--- src/rtl/ri_run_sequencer_pkg.sv ---
// Shared JPEG-LS run-mode parameters: J table, sequencer state codes and
// interface widths used by the run-interruption sequencer.
package ri_run_sequencer_pkg;

    localparam int QBPP  = 8;
    localparam int LIMIT = 32;

    localparam int RUN_IDX_W  = 5;
    localparam int J_W        = 4;
    localparam int RI_PIXEL_W = 10;
    localparam int RI_LEN_W   = 6;
    localparam int RI_REM_W   = 10;
    localparam int OUT_LEN_W  = 5;

    typedef logic [2:0] state_t;

    localparam logic [2:0] S_IDLE = 3'd0;
    localparam logic [2:0] S_ONES = 3'd1;
    localparam logic [2:0] S_TAIL = 3'd2;
    localparam logic [2:0] S_RI   = 3'd3;
    localparam logic [2:0] S_REM  = 3'd4;

    localparam logic [J_W-1:0] J_TABLE [0:31] = '{
        4'd0, 4'd0, 4'd0, 4'd0, 4'd1, 4'd1, 4'd1, 4'd1,
        4'd2, 4'd2, 4'd2, 4'd2, 4'd3, 4'd3, 4'd3, 4'd3,
        4'd4, 4'd4, 4'd5, 4'd5, 4'd6, 4'd6, 4'd7, 4'd7,
        4'd8, 4'd9, 4'd10, 4'd11, 4'd12, 4'd13, 4'd14, 4'd15
    };

    function automatic logic [J_W-1:0] j_of(input logic [RUN_IDX_W-1:0] idx);
        return J_TABLE[idx];
    endfunction

endpackage

--- src/rtl/ri_run_sequencer.sv ---
// Turns a terminated run into bit-field beats: run-length '1's, the tail
// (J bits + '0'), then the external RI encoder's codeword and remainder.
module ri_run_sequencer
    import ri_run_sequencer_pkg::*;
#(
    parameter int RUNCOUNT_W = 16,
    parameter int OUT_W      = 16
) (
    input  logic                  clk,
    input  logic                  reset_n,
    input  logic                  job_valid,
    output logic                  job_ready,
    input  logic [RUNCOUNT_W-1:0] runcount,
    input  logic                  eol,
    output logic [J_W-1:0]        ri_J,
    input  logic [RI_PIXEL_W-1:0] ri_pixel,
    input  logic [RI_LEN_W-1:0]   ri_length,
    input  logic                  ri_overflow,
    input  logic [RI_REM_W-1:0]   ri_remainder,
    output logic                  out_valid,
    input  logic                  out_ready,
    output logic [OUT_W-1:0]      out_bits,
    output logic [OUT_LEN_W-1:0]  out_len,
    output logic [RUN_IDX_W-1:0]  run_index
);

    state_t                  state;
    logic [RUNCOUNT_W-1:0]   rem_cnt;
    logic                    eol_q;

    logic [J_W-1:0]          j_cur;
    logic [J_W-1:0]          j_inc;
    logic [RUNCOUNT_W:0]     step;
    logic                    full;
    logic [RUNCOUNT_W-1:0]   rem_sub;
    logic [RUNCOUNT_W-1:0]   tail_field;
    logic [RUN_IDX_W-1:0]    idx_inc;
    logic [RUN_IDX_W-1:0]    idx_dec;
    logic                    unused_len_msb;

    // Chooses the state that follows once rem_cnt is known: another '1',
    // the end-of-line closing '1', nothing at all, or the tail.
    function automatic state_t classify(input logic [RUNCOUNT_W-1:0] rem,
                                        input logic [J_W-1:0] j,
                                        input logic e);
        logic [RUNCOUNT_W:0] stp;
        stp = {{RUNCOUNT_W{1'b0}}, 1'b1} << j;
        if ({1'b0, rem} >= stp)
            return S_ONES;
        else if (e)
            return (rem != '0) ? S_ONES : S_IDLE;
        else
            return S_TAIL;
    endfunction

    assign j_cur      = j_of(run_index);
    assign ri_J       = j_cur;
    assign step       = {{RUNCOUNT_W{1'b0}}, 1'b1} << j_cur;
    assign full       = {1'b0, rem_cnt} >= step;
    assign rem_sub    = rem_cnt - step[RUNCOUNT_W-1:0];
    assign tail_field = rem_cnt & ~({RUNCOUNT_W{1'b1}} << j_cur);
    assign idx_inc    = (run_index == 5'd31) ? 5'd31 : run_index + 5'd1;
    assign idx_dec    = (run_index != '0) ? run_index - 5'd1 : '0;
    assign j_inc      = j_of(idx_inc);

    assign unused_len_msb = ri_length[RI_LEN_W-1];

    assign job_ready = reset_n && (state == S_IDLE);
    assign out_valid = (state != S_IDLE);

    always_comb begin
        out_bits = '0;
        out_len  = '0;
        case (state)
            S_ONES: begin
                out_bits = OUT_W'(1);
                out_len  = 5'd1;
            end
            S_TAIL: begin
                out_bits = OUT_W'({tail_field, 1'b0});
                out_len  = 5'(j_cur) + 5'd1;
            end
            S_RI: begin
                out_bits = OUT_W'(ri_pixel);
                out_len  = ri_length[OUT_LEN_W-1:0];
            end
            S_REM: begin
                out_bits = OUT_W'(ri_remainder);
                out_len  = 5'd9;
            end
            default: ;
        endcase
    end

    // The next state is resolved on each accept, so every non-IDLE cycle
    // carries a beat and the first beat is valid right after job accept.
    always_ff @(posedge clk or negedge reset_n) begin
        if (!reset_n) begin
            state     <= S_IDLE;
            run_index <= '0;
            rem_cnt   <= '0;
            eol_q     <= 1'b0;
        end else begin
            case (state)
                S_IDLE: begin
                    if (job_valid) begin
                        rem_cnt <= runcount;
                        eol_q   <= eol;
                        state   <= classify(runcount, j_cur, eol);
                    end
                end
                S_ONES: begin
                    if (out_ready) begin
                        if (full) begin
                            rem_cnt   <= rem_sub;
                            run_index <= idx_inc;
                            state     <= classify(rem_sub, j_inc, eol_q);
                        end else begin
                            state <= S_IDLE;
                        end
                    end
                end
                S_TAIL: begin
                    if (out_ready)
                        state <= S_RI;
                end
                S_RI: begin
                    if (out_ready) begin
                        if (ri_overflow) begin
                            state <= S_REM;
                        end else begin
                            state     <= S_IDLE;
                            run_index <= idx_dec;
                        end
                    end
                end
                S_REM: begin
                    if (out_ready) begin
                        state     <= S_IDLE;
                        run_index <= idx_dec;
                    end
                end
                default: state <= S_IDLE;
            endcase
        end
    end

endmodule

--- config.mk ---
export PLATFORM = sky130hd
export DESIGN_NAME = ri_run_sequencer
export DESIGN_NICKNAME = d
export VERILOG_FILES = /design/src/rtl/ri_run_sequencer_pkg.sv /design/src/rtl/ri_run_sequencer.sv
export SDC_FILE = /design/constraint.sdc
export NUM_CORES = 1
export LEC_CHECK = 0
export CAP_MARGIN = 5
export CORE_MARGIN = 8
export CORE_UTILIZATION = 53
export CTS_CLUSTER_SIZE = 8
export DETAILED_ROUTE_END_ITERATION = 10
export HOLD_SLACK_MARGIN = 0.02
export PLACE_DENSITY = 0.82
export SLEW_MARGIN = 10
export SYNTH_ARGS = -nofsm -noshare
export SYNTH_HDL_FRONTEND = slang
export SYNTH_SLANG_ARGS = --single-unit
--- constraint.sdc ---
create_clock -name clk -period 6 [get_ports clk]
set_input_delay 1.2 -clock clk [delete_from_list [all_inputs] [get_ports clk]]
set_output_delay 1.2 -clock clk [all_outputs]
set_load 0.005 [all_outputs]
==> reports/qor.yml, run 1 <==
die:
  die_w_um: 102
  num_rows: 31
  coreArea_mm2: 0.00721
  die_area_mm2: 0.0104
  die_y_um: 102
  initial_core_util_pct: 54.2
  top_level_ports: 80
place:
  place_inst: 706
  place.port_buffers: 78
  place_area_mm2: 0.00484
  post-dp-hpwl_mm: 11.2
  place_congestion: 0.983
power:
  swShare_pct: 54.9
  p_int_mw: 1.33
  seq_power_share_pct: 12.8
  p_switching_mw: 1.62
  leakagePower_nw: 2.08
  p_comb_share_pct: 83.7
  p_per_area_mw_per_mm2: 601
  ir_drop_v: 0.000430
  clkPwrFrac_pct: 3.6
clocking:
  cts_root_buf: "clkbuf_8"
  cts.clk_slew.worst_paths_ps: 100
  ctsHtreeMaxLevel: 1
  cts_buffers: 3
  clock_latency_ps: 280
  cts_sinks: 25
  cts_setup_buffers: 0
  cts_tree: "built"
  cts.path.max_buffers: 2
  holdBufCountCts: 0
  ctsResizeCount: 0
setup_path:
  r2r_slack_ps: 350
  crit_path_end_kind: "flip-flop"
  path_class: "flip-flop to flip-flop"
  worstSetupStartpoint: "run_index[4]"
  r2r_cells: 23
  cp_data_arrival_time_ps: 5810
  r2r_start: "run_index[4]"
  cp-endpoint: "state[1]"
  worstPathRequired_ps: 6160
  cp_max_fo: 11
  start_kind: "flip-flop"
  r2r_end: "state[1]"
sta:
  max-slew-margin-rel_pct: 30.8
  slew_violations: 0
  period_minus_slack_ps: 5650
  tightest_slew_ps: 1040
  finalSetupTns_ps: 0
  hold_viol: 0
  finalSetupViolations: 0
  fin_skew_ps: 14.5
  fin_crit_sh_pct: 94.2
  rsz0062_at_grt: "false"
  max_freq_ghz: 0.177
detailed_routing:
  dr_wl_met3_mm: 1.28
  antenna_left: 0
  dr.pass1.iters: 5
  wl_met2_mm: 5.70
  dr.max_layer_used: "met5"
  route.detailed.drc: 0
  vias_per_cell: 6.16
  vias: 4375
  drt-met1-wl_mm: 5.86
  dr.first_iter.drc_count: 366
  wl_per_cell_um: 18.7
  routed_wl_mm: 13.3
logic_synthesis:
  yosys_register_bits: 25
  seq_area_frac_synth_pct: 16.0
  ys_warn_count: 0
  synth_top_cell_by_area: "ha_1"
  syn_area_per_cell_um2: 7.28
  synth_top_cell_area_share_pct: 19.2
  netlist_area_mm2: 0.00391
  ys.flop_type: "dfrtp_1"
  ys_types: 65
  syn_inst: 537
  synthArstFlopShare_pct: 100
  synth_edf_count: 0
  synthTopCellsByArea: "ha_1 (19%), dfrtp_1 (16%), nand2_1 (6.6%)"
  synth_nets: 646
final_layout:
  postLayoutCoreUtil_pct: 67.9
  area_growth_syn_to_layout_pct: 25.2
  fin_area_mm2: 0.00490
  drive_gt1_share_pct: 5.89
  layout.cells.non_filler: 710
  nNetsFinal: 721
  antenna_cells: 0
global_route:
  grt_pass1_wl_mm: 20.9
  grt_max_degree: 27
  grt_pass1_vias: 4215
  grt_overflow: 0
  grt_use_total_pct: 25.1
  antenna_found_initial: 1
min_path:
  hold_path_depth: 2
  hold_class: "flip-flop to flip-flop"
run:
  cap_violations: 0
status:
  status: "complete, no violations"
## cell type report
class                           count  area [um2]
Inverter                           29         109
Sequential cell                    25         627
Timing Repair Buffer               95         908
Fill cell                         656        2320
Clock inverter                      1        7.51
Multi-Input combinational cell    458        3080
Tap cell                           99         124
Clock buffer                        3        41.3
## routing by layer
metal / vias up / global-route usage (%)
met5: - / 0
met4: 2 / 9.14
met3: 30 / 4.50
met2: 213 / 40.6
met1: 2027 / 32.4
li1: 2103 / -
## Yosys cell counts (all sizes together), types with 9 or more instances
library cell and number:
a21oi 46, and3 9, clkbuf 23, dfrtp 25
ha 60, inv 28, mux2i 13, nand2 69
nand2b 9, nand3 14, nor2 47, nor3 13
nor4 9, o21ai 57
## placed cells by master, fill, tap and decap left out, types with 9 or more instances in the layout
cell             instances
a21oi_1                 44
nand2b_1                 9
ha_1                    60
buf_4                   17
o21ai_1                 23
mux2i_1                 13
nor2_1                  47
dfrtp_1                 24
clkdlybuf4s50_1         78
nand2_1                 69
o21ai_0                 33
nor3_1                  13
nand3_1                 14
inv_1                   27
## registers in the layout, indices dropped and copies added, names as in the netlist
name       cells
eol_q          1
rem_cnt       16
run_index      5
state          3
## logic make-up after synthesis
group	Yosys count	synth area share (%)
adders and majority gates	61	19.7
DFF	25	16.0
AOI/OAI and AO/OA	165	26.7
buffers and inverters	54	5.41
and+or+nand+nor	201	24.6
muxes	16	4.19
xor gates and xnor gates	15	3.36
## worst max-delay path, cell delays in order (launching register included)
cell	delay [ps]
dfrtp_1	550
nor2b_2	290
a21oi_1	150
inv_1	140
ha_1	240
ha_1	220
nand2_1	120
ha_1	290
a2111oi_4	290
o21ai_1	110
o22a_1	270
a21oi_2	210
mux2_1	350
or3b_2	500
ha_1	300
nand2_1	60
o21ai_0	250
o2111ai_1	170
a21oi_1	190
nor3_1	70
buf_4	140
a221oi_1	400
a21o_1	170
o21ai_1	50
## power groups by stage
stage	logic (mW)	clock network, mW	registers [mW]
final	2.46	0.105	0.376
after global routing	2.71	0.112	0.388
after CTS	2.42	0.106	0.369
after detailed placement	2.41	0	0.372
after global placement	2.33	0	0.370
after floorplan	1.70	0	0.305
## per-stage QoR
step           total power [mW]  hold slack, ps  setup slack (ps)
6_report                   2.94             524               348
4_1_cts                    2.90             521               327
2_1_floorplan              2.00             462               757
3_5_place_dp               2.78             496               367
5_1_grt                    3.21             574              36.8
3_3_place_gp               2.70             482               497
## worst min-delay path by stage
stage                            from     endpoint  slack [ps]
after floorplan           rem_cnt[15]  rem_cnt[15]         460
after CTS                 rem_cnt[15]  rem_cnt[15]         520
after global placement    rem_cnt[15]  rem_cnt[15]         480
final                     rem_cnt[15]  rem_cnt[15]         520
after detailed placement  rem_cnt[15]  rem_cnt[15]         500
after global routing            eol_q        eol_q         570
No activity file was read; power rests on OpenSTA's default activity.
==> run 2, diff against run 1 <==
--- a/config.mk
+++ b/config.mk
@@ -8,6 +8,7 @@
 export CAP_MARGIN = 5
 export CORE_MARGIN = 8
 export CORE_UTILIZATION = 53
+export CTS_CLUSTER_DIAMETER = 120
 export CTS_CLUSTER_SIZE = 8
 export DETAILED_ROUTE_END_ITERATION = 10
 export HOLD_SLACK_MARGIN = 0.02
==> results of run 2 <==
Final layout, timing and power as in run 1 (identical DEF).
==> run 3, diff against run 2 <==
==> constraint.sdc (replaced) <==
create_clock -name clk -period 6.13 [get_ports clk]
set_input_delay 1.226 -clock clk [delete_from_list [all_inputs] [get_ports clk]]
set_output_delay 1.226 -clock clk [all_outputs]
set_load 0.005 [all_outputs]
==> run 3 against run 2 <==
Compared with the run above:
- largest cell class unchanged
- clock skew fell by 10 ps
- routed wire length is 4.7% higher
- hold slack worse by 9.0 ps
- clock-buffer cell count is the same
- critical path type unchanged
- sequential share of layout area barely moved
- die area did not move
- worst setup slack better by 130 ps
- critical endpoint unchanged
- global-route usage grew 2.0 points
- flip-flop and latch count unchanged
- core utilization down 0.087 points
- first-iteration DRC count fell by 14%
==> reports/qor.yml, run 3 (same netlist as run 1, synthesis figures left out) <==
sta:
  fin_crit_sh_pct: 92.3  # was 94.2%
  max-slew-margin-rel_pct: 29.8  # was 30.8%
  fin_skew_ps: 4.41  # was 14.5 ps
  hold_viol: 0  # unchanged
  max_freq_ghz: 0.177  # about the same
  period_minus_slack_ps: 5660  # was 5650 ps
  finalSetupTns_ps: 0  # unchanged
  slew_violations: 0  # unchanged
  rsz0062_at_grt: "false"  # unchanged
  setup_ws_ps: 474  # was 348 ps
  finalSetupViolations: 0  # unchanged
  tightest_slew_ps: 1050  # was 1040 ps
die:
  die_area_mm2: 0.0104  # unchanged
  initial_core_util_pct: 54.2  # unchanged
  num_rows: 31  # unchanged
  die_w_um: 102  # unchanged
  top_level_ports: 80  # unchanged
  die_y_um: 102  # unchanged
  coreArea_mm2: 0.00721  # unchanged
detailed_routing:
  vias: 4421  # was 4,375
  routed_wl_mm: 13.9  # was 13.3 mm
  route.detailed.drc: 0  # unchanged
  dr.first_iter.drc_count: 314  # was 366
  vias_per_cell: 6.24  # was 6.16
  wl_per_cell_um: 19.6  # was 18.7 um
  dr.pass1.iters: 6  # was 5
  antenna_left: 0  # unchanged
final_layout:
  largest_reg_flops: 16  # unchanged
  final_common_cell: "clkdlybuf4s50_1"  # unchanged
  antenna_cells: 0  # unchanged
  postLayoutCoreUtil_pct: 67.8  # was 67.9%
  final_cell_mix: "clkdlybuf4s50_1 (78), nand2_1 (69), ha_1 (60)"  # unchanged
  top_register: "rem_cnt"  # unchanged
  nNetsFinal: 720  # was 721
  area_growth_syn_to_layout_pct: 25.0  # was 25.2%
  fin_area_mm2: 0.00489  # was 0.00490 mm2
  reg_top3: "rem_cnt: 16 flops, run_index: 5 flops, state: 3 flops"  # unchanged
  drive_gt1_share_pct: 5.57  # was 5.89%
  layout.cells.non_filler: 709  # was 710
clocking:
  cts_tree: "built"  # unchanged
  cts_setup_buffers: 0  # unchanged
  ctsHtreeMaxLevel: 1  # unchanged
  cts_sinks: 25  # unchanged
  cts.path.max_buffers: 2  # unchanged
  clock_latency_ps: 280  # about the same
  cts_buffers: 3  # unchanged
  cts.clk_slew.worst_paths_ps: 100  # about the same
  cts_root_buf: "clkbuf_8"  # unchanged
setup_path:
  worstPathRequired_ps: 6340  # was 6160 ps
  slowest_delay_ps: 490  # was 550 ps
  crit_path_cell_trace: "buf_4 > a21oi_1 > a21oi_1 > inv_1 > ha_1 > ha_1 > nand2_1 > ha_1 > a21oi_1 > o21ai_1 > o22a_1 > a21oi_2 > mux2_1 > or3b_2 > ha_1 > nand2_1 > o21ai_0 > a2111oi_0 > a21oi_1 > nor3_2 > a221oi_1 > a21o_1 > o21ai_1"  # was nor2b_2 > a21oi_1 > inv_1 > ha_1 > ha_1 > nand2_1 > ha_1 > a2111oi_4 > o21ai_1 > o22a_1 > a21oi_2 > mux2_1 > or3b_2 > ha_1 > nand2_1 > o21ai_0 > o2111ai_1 > a21oi_1 > nor3_1 > buf_4 > a221oi_1 > a21o_1 > o21ai_1
  r2r_end: "state[1]"  # unchanged
  start_kind: "flip-flop"  # unchanged
  r2r_cells: 23  # unchanged
  r2r_start: "run_index[4]"  # unchanged
  crit_path_end_kind: "flip-flop"  # unchanged
  cp_max_fo: 11  # unchanged
  cp_data_arrival_time_ps: 5860  # was 5810 ps
  cp_slowest_cell: "or3b_2"  # was dfrtp_1
  path_class: "flip-flop to flip-flop"  # unchanged
  r2r_slack_ps: 470  # was 350 ps
place:
  place_inst: 705  # was 706
  place_ws_ps: 363  # was 367 ps
  place_area_mm2: 0.00484  # about the same
  post-dp-hpwl_mm: 11.5  # was 11.2 mm
  place_congestion: 0.983  # about the same
  place.port_buffers: 78  # unchanged
power:
  swShare_pct: 55.4  # was 54.9%
  p_int_mw: 1.32  # was 1.33 mW
  p_switching_mw: 1.64  # was 1.62 mW
  seq_power_share_pct: 12.5  # was 12.8%
  clkPwrFrac_pct: 3.6  # about the same
  ir_drop_v: 0.000398  # was 0.000430 V
  leakagePower_nw: 2.08  # about the same
  p_comb_share_pct: 83.9  # was 83.7%
  p_per_area_mw_per_mm2: 606  # was 601 mW/mm2
global_route:
  grt_pass1_vias: 4248  # was 4,215
  grt_overflow: 0  # unchanged
  antenna_found_initial: 0  # was 1
  grt_max_degree: 32  # was 27
  grt_use_total_pct: 27.1  # was 25.1%
  grt_pass1_wl_mm: 22.2  # was 20.9 mm
min_path:
  hold_class: "flip-flop to flip-flop"  # unchanged
  hold_path_depth: 2  # unchanged
  min-delay-start: "rem_cnt[15]"  # unchanged
  min_to: "rem_cnt[15]"  # unchanged
run:
  cap_violations: 0  # unchanged
status:
  status: "complete, no violations"  # unchanged
==> run 3: per-layer routing <==
layer	up-vias	wire, um	global-route usage (%)
met4	0	367	9.03
li1	2106	-	-
met5	-	0	0
met2	225	6150	44.5
met3	29	1380	4.50
met1	2061	5980	35.0
==> run 3: metrics by stage <==
| step | hold WS (ps) | total power [mW] |
|---|---|---|
| global placement | 480 | 2.69 |
| detailed placement | 490 | 2.79 |
| floorplan | 462 | 1.96 |
| finish | 515 | 2.96 |
| CTS | 512 | 2.91 |
| global route | 571 | 3.24 |
==> run 3: critical path: cells and delay by family (launching register included) <==
kind,cells,cell delay (ps)
buffers and inverters,2,370
adders and majority gates,4,1100
muxes,1,350
AOI/OAI and AO/OA,12,2210
DFF,1,460
and+or+nand+nor,4,1060
==> run 3: power groups by stage <==
stage	combinational (mW)	sequential, mW	clock (mW)
floorplan	1.66	0.299	0
global placement	2.33	0.362	0
detailed placement	2.43	0.364	0
CTS	2.44	0.361	0.105
global route	2.75	0.378	0.115
finish	2.49	0.369	0.107
==> run 3: worst max-delay path by stage <==
stage / from / end / slack, ps / cells past startpoint
2_1_floorplan: run_index[3] / state[1] / 890 / 25
3_3_place_gp: run_index[2] / state[1] / 500 / 21
3_5_place_dp: run_index[2] / state[1] / 360 / 21
4_1_cts: run_index[2] / state[1] / 330 / 21
5_1_grt: run_index[4] / state[1] / 110 / 24
6_report: run_index[4] / state[1] / 470 / 23
==> run 3: area by class of cell <==
class                      instances  area [um2]
sequential                        25         626
clock inverter                     1        7.51
timing repair buffer              94         901
multi-input combinational        458        3080
fill                             645        2320
inverter                          29         109
tap                               99         124
clock buffer                       3        41.3
==> run 3: what timing repair did <==
| item | 4_1_cts | 5_1_grt |
|---|---|---|
| endpoints found under the setup margin | 0 | 2 |
| hold buffers | 0 | 0 |
| gates resized for setup | 0 | 2 |
